[src/rtl/nbit_skid_buffer_pkg.sv]
// -----------------------------------------------------------------------------
// nbit_skid_buffer_pkg
// Shared constants for the two-entry skid buffer:
//   - FSM state encoding (EMPTY / BUSY / FULL)
//   - default data width
// -----------------------------------------------------------------------------
package nbit_skid_buffer_pkg;

    localparam int DEFAULT_DATA_WIDTH = 8;

    // BUSY  = head word valid, skid empty
    // FULL  = head and skid valid, upstream stalled
    localparam logic [1:0] ST_EMPTY = 2'd0;
    localparam logic [1:0] ST_BUSY  = 2'd1;
    localparam logic [1:0] ST_FULL  = 2'd2;

endpackage

[src/rtl/nbit_reg_en.sv]
// -----------------------------------------------------------------------------
// nbit_reg_en
// DATA_WIDTH-bit register with load enable; holds its value when load=0.
// Ports:
//   clk   - rising-edge clock
//   reset - asynchronous active-high reset, clears q to 0
//   load  - capture d on the next rising edge
//   d     - data in
//   q     - registered data out
// -----------------------------------------------------------------------------
module nbit_reg_en
    import nbit_skid_buffer_pkg::*;
#(
    parameter int DATA_WIDTH = DEFAULT_DATA_WIDTH
) (
    input  logic                  clk,
    input  logic                  reset,
    input  logic                  load,
    input  logic [DATA_WIDTH-1:0] d,
    output logic [DATA_WIDTH-1:0] q
);

    always_ff @(posedge clk or posedge reset) begin
        if (reset) begin
            q <= '0;
        end else if (load) begin
            q <= d;
        end
    end

endmodule

[src/rtl/nbit_skid_buffer.sv]
// -----------------------------------------------------------------------------
// nbit_skid_buffer
// Two-entry valid/ready register slice. The head (main) register drives
// out_data; the skid register catches the one word that arrives in the cycle
// the consumer stalls, so in_ready can come straight from a flop.
// Ports:
//   clk, reset           - rising-edge clock, async active-high reset
//   flush                - synchronous discard of all stored words
//   in_valid/in_ready    - upstream handshake, in_data is the offered word
//   out_valid/out_ready  - downstream handshake, out_data is the head word
//   level                - stored word count, 0..2
// -----------------------------------------------------------------------------
module nbit_skid_buffer
    import nbit_skid_buffer_pkg::*;
#(
    parameter int DATA_WIDTH = DEFAULT_DATA_WIDTH
) (
    input  logic                  clk,
    input  logic                  reset,
    input  logic                  flush,
    input  logic                  in_valid,
    output logic                  in_ready,
    input  logic [DATA_WIDTH-1:0] in_data,
    output logic                  out_valid,
    input  logic                  out_ready,
    output logic [DATA_WIDTH-1:0] out_data,
    output logic [1:0]            level
);

    logic [1:0]            state;
    logic [1:0]            next_state;
    // Occupancy flags are registered copies of the next-state decode so that
    // in_ready / out_valid / level are pure flop outputs.
    logic                  main_full;
    logic                  skid_full;

    logic                  in_xfer;
    logic                  out_xfer;
    logic                  main_load;
    logic                  skid_load;
    logic [DATA_WIDTH-1:0] main_d;
    logic [DATA_WIDTH-1:0] main_q;
    logic [DATA_WIDTH-1:0] skid_q;

    // ---------------------------------------------------------------- state reg
    always_ff @(posedge clk or posedge reset) begin
        if (reset) begin
            state     <= ST_EMPTY;
            main_full <= 1'b0;
            skid_full <= 1'b0;
        end else begin
            state     <= next_state;
            main_full <= (next_state == ST_BUSY) || (next_state == ST_FULL);
            skid_full <= (next_state == ST_FULL);
        end
    end

    // --------------------------------------------------------------- next state
    always_comb begin
        next_state = state;
        case (state)
            ST_EMPTY: if (in_xfer) next_state = ST_BUSY;
            ST_BUSY: begin
                if (in_xfer && !out_xfer)      next_state = ST_FULL;
                else if (!in_xfer && out_xfer) next_state = ST_EMPTY;
            end
            ST_FULL:  if (out_xfer) next_state = ST_BUSY;
            default:  next_state = ST_EMPTY;  // illegal encoding recovers
        endcase
        if (flush) next_state = ST_EMPTY;
    end

    // ------------------------------------------------------------------ outputs
    always_comb begin
        in_ready  = ~skid_full;
        out_valid = main_full;
        level     = {1'b0, main_full} + {1'b0, skid_full};
        in_xfer   = in_valid && in_ready;
        out_xfer  = out_valid && out_ready;
        main_load = 1'b0;
        skid_load = 1'b0;
        main_d    = in_data;
        case (state)
            ST_EMPTY: main_load = in_xfer;
            ST_BUSY: begin
                // Pass-through when both sides move; otherwise park the
                // new word in the skid so the head stays put.
                main_load = in_xfer && out_xfer;
                skid_load = in_xfer && !out_xfer;
            end
            ST_FULL: begin
                main_load = out_xfer;
                main_d    = skid_q;
            end
            default: ;
        endcase
        // Stored words are discarded on flush; no point loading either entry.
        if (flush) begin
            main_load = 1'b0;
            skid_load = 1'b0;
        end
    end

    assign out_data = main_q;

    nbit_reg_en #(.DATA_WIDTH(DATA_WIDTH)) u_main (
        .clk   (clk),
        .reset (reset),
        .load  (main_load),
        .d     (main_d),
        .q     (main_q)
    );

    nbit_reg_en #(.DATA_WIDTH(DATA_WIDTH)) u_skid (
        .clk   (clk),
        .reset (reset),
        .load  (skid_load),
        .d     (in_data),
        .q     (skid_q)
    );

    // Upstream must hold a stalled word until it is taken (or withdrawn).
    property p_in_hold;
        @(posedge clk) disable iff (reset)
            (in_valid && !in_ready && !flush) |=> (!in_valid || $stable(in_data));
    endproperty
    a_in_hold: assert property (p_in_hold);

endmodule

[config.mk]
export PLATFORM = sky130hd
export DESIGN_NAME = nbit_skid_buffer
export DESIGN_NICKNAME = d
export VERILOG_FILES = /design/src/rtl/nbit_skid_buffer_pkg.sv /design/src/rtl/nbit_reg_en.sv /design/src/rtl/nbit_skid_buffer.sv
export SDC_FILE = /design/constraint.sdc
export NUM_CORES = 1
export LEC_CHECK = 0
export CORE_MARGIN = 2
export CORE_UTILIZATION = 43
export CTS_CLUSTER_SIZE = 16
export DETAILED_ROUTE_END_ITERATION = 7
export PLACE_DENSITY_LB_ADDON = 0.3
export SKIP_CTS_REPAIR_TIMING = 1
export SLEW_MARGIN = 20
export SYNTH_ARGS = -nofsm -noshare
export SYNTH_HDL_FRONTEND = slang
export SYNTH_HIERARCHICAL = 1
export SYNTH_SLANG_ARGS = --single-unit
[constraint.sdc]
create_clock -name clk -period 1.5 [get_ports clk]
set_clock_uncertainty 0.1 [all_clocks]
set_input_delay 0.3 -clock clk [delete_from_list [all_inputs] [get_ports clk]]
set_output_delay 0.3 -clock clk [all_outputs]
set_load 0.02 [all_outputs]
==> impl_metrics.yaml <==
place:
  gp_congestion: 0.848
  numPortBuffers: 24
  dp_hpwl_um: 1610
critical_path:
  crit_type: "input pin to flip-flop"
  cp_data_arrival_time_ns: 1.86
  worstSetupEndpointType: "flip-flop"
  start_kind: "input pin"
  r2r_cells: 5
  cp.required_ns: 1.60
  cp_max_fo: 8
power:
  p_leak_nw: 0.775
  p_total_mw: 2.12
  powerDensity_nw_per_um2: 1450
  ir_worst_vdd_v: 0.000751
cells_and_area:
  drive_gt1_frac: 0.472
  fill_cells: 174
  num_antenna_cells: 0
  final_nets: 122
  area_delta_synth_final_pct: 39.9
  layout_commonest_cell: "mux2_4"
  final-seq-area_um2: 502
  multiInputGateArea_um2: 503
  final_cell_mix: "mux2_4 (24), dfrtp_1 (19), clkdlybuf4s50_1 (12), buf_4 (12), dlymetal6s2s_1 (9)"
routing:
  dr.pass1.iters: 4
  drt-vias-per-instance: 5.14
  drt_wl_total_um: 2110
  ant_nets: 0
  drt-initial-drc-count: 14
  wire_per_inst_um: 15.7
  drc: 0
  vias: 689
clock_tree:
  cts_buffers: 3
  clk_pin_slew_ns: 0.11
  clk_path_buf_depth: 2
  cts_tree: "built"
  cts_root_buf: "clkbuf_4"
  clkSinkCount: 20
  clk_latency_ns: 0.30
  htreeDepth: 1
sta:
  setup_viol: 19
  drv_slew: 0
  max_slew_margin: 0.772
  fmax_mhz: 568
  hold_violations: 0
  post-route-period-util: 1.17
  finalSetupTns_ns: -4.08
  layout_setup_ws_ns: -0.260
  tightest_slew_ns: 0.341
  grt_setup_unrepaired: "true"
  fin_crit_ns: 1.76
die:
  ioPinCount: 25
  initial_core_util: 0.463
  fp-row-count: 17
  die_area_um2: 2840
  coreArea_um2: 2250
  die_w_um: 53.3
  die_h_um: 53.3
synth:
  syn-num-nets: 83
  yosys_register_bits: 20
  synthDistinctLibCells: 18
  syn_inst: 68
  ys_seq_area_frac: 0.480
  synth_area_um2: 1040
  ys.warnings.count: 6
  syn_area_per_cell_um2: 15.3
grt:
  grt_max_degree: 13
  grt_pass1_vias: 744
  antenna_found_initial: 0
  grt_overflow: 0
  grt_pass1_wl_um: 3370
  grtUsageTotal: 0.171
status:
  violations: "setup timing"
  outcome: "finished, violations left"
flow_run:
  maxCapViolations: 0
worst_hold_path:
  min_path_type: "input pin to asynchronous set/reset pin"
==> per-stage QoR <==
stage | hold WS (ns) | utilization | cells | instance area (um^2) | setup WS, ns
CTS | 0.126 | 0.641 | 134 | 1450 | -0.547
finish | 0.130 | 0.648 | 134 | 1460 | -0.260
global placement | 0.396 | 0.618 | 130 | 1390 | -0.510
detailed placement | 0.395 | 0.618 | 130 | 1390 | -0.574
floorplan | -0.0340 | - | 68 | 1050 | -0.0935
global route | 0.141 | 0.648 | 134 | 1460 | -0.287
==> power breakdown <==
| part | switching, mW | total (mW) | internal (mW) | leakage [nW] |
|---|---|---|---|---|
| combinational | 0.316 | 0.827 | 0.511 | 0.504 |
| clock | 0.168 | 0.438 | 0.270 | 0.0279 |
| sequential | 0.117 | 0.856 | 0.739 | 0.243 |
==> path summary, 6_finish.rpt <==
path	start	slack [ns]	endpoint
setup reg to reg	state[1]	-0.24	u_skid/q[0]
min in group clk	u_main/q[5]	0.43	u_main/q[5]
setup / recovery	in_valid	-0.26	u_skid/q[0]
hold reg to reg	u_main/q[5]	0.43	u_main/q[5]
hold / removal	reset	0.13	state[0]
max in group asynchronous	reset	0.84	u_main/q[4]
==> routing by layer <==
layer / up-vias / global-route usage / part of all wire
li1: 316 / - / -
met1: 351 / 0.227 / 0.43
met2: 20 / 0.267 / 0.51
met3: 2 / 0.0254 / 0.048
met4: 0 / 0.0897 / 0.0066
met5: - / 0 / 0
==> cells by family after synthesis <==
| group | after synthesis | share of synthesized area |
|---|---|---|
| buffers and inverters | 8 | 0.0504 |
| AND/OR/NAND/NOR | 9 | 0.0600 |
| multiplexers | 24 | 0.345 |
| flip-flops | 20 | 0.480 |
| AO/OA/AOI/OAI | 5 | 0.0408 |
| adder cells (fa/ha/maj) | 2 | 0.0240 |
==> Yosys cell counts <==
| library cell | instances | area [um^2] |
|---|---|---|
| nor3b_1 | 1 | 7.51 |
| dfrtp_1 | 20 | 500 |
| nand4b_1 | 1 | 8.76 |
| inv_1 | 5 | 18.8 |
| a21oi_1 | 1 | 5.00 |
| a221oi_2 | 1 | 15.0 |
| and3_2 | 1 | 7.51 |
| o21bai_1 | 1 | 7.51 |
| nand2b_1 | 1 | 6.26 |
| nand2_1 | 2 | 7.51 |
| ha_1 | 2 | 25.0 |
| a31oi_1 | 1 | 6.26 |
| or2b_1 | 1 | 7.51 |
| nor3b_2 | 1 | 12.5 |
| mux2_4 | 24 | 360 |
| buf_6 | 3 | 33.8 |
| nand3_1 | 1 | 5.00 |
| a31o_1 | 1 | 8.76 |
==> worst max-delay path, stage by stage <==
cell             delay, ns
clkdlybuf4s50_1       0.48
nor3b_2               0.22
nand2_1               0.14
nor3b_2               0.21
buf_6                 0.19
mux2_4                0.32
==> state kept, by name, indices dropped and copies added (netlist names) <==
name       flops
state          2
skid_full      1
u_skid/q       8
u_main/q       8
out_valid      1
==> cell type report <==
| cell class | count | area share |
|---|---|---|
| tap | 28 | 0.0240 |
| timing repair buffer | 37 | 0.239 |
| clock inverter | 1 | 0.0206 |
| inverter | 5 | 0.0129 |
| clock buffer | 3 | 0.0154 |
| sequential | 20 | 0.344 |
| multi-input combinational | 40 | 0.344 |
Power figures use the tool's default switching activity.
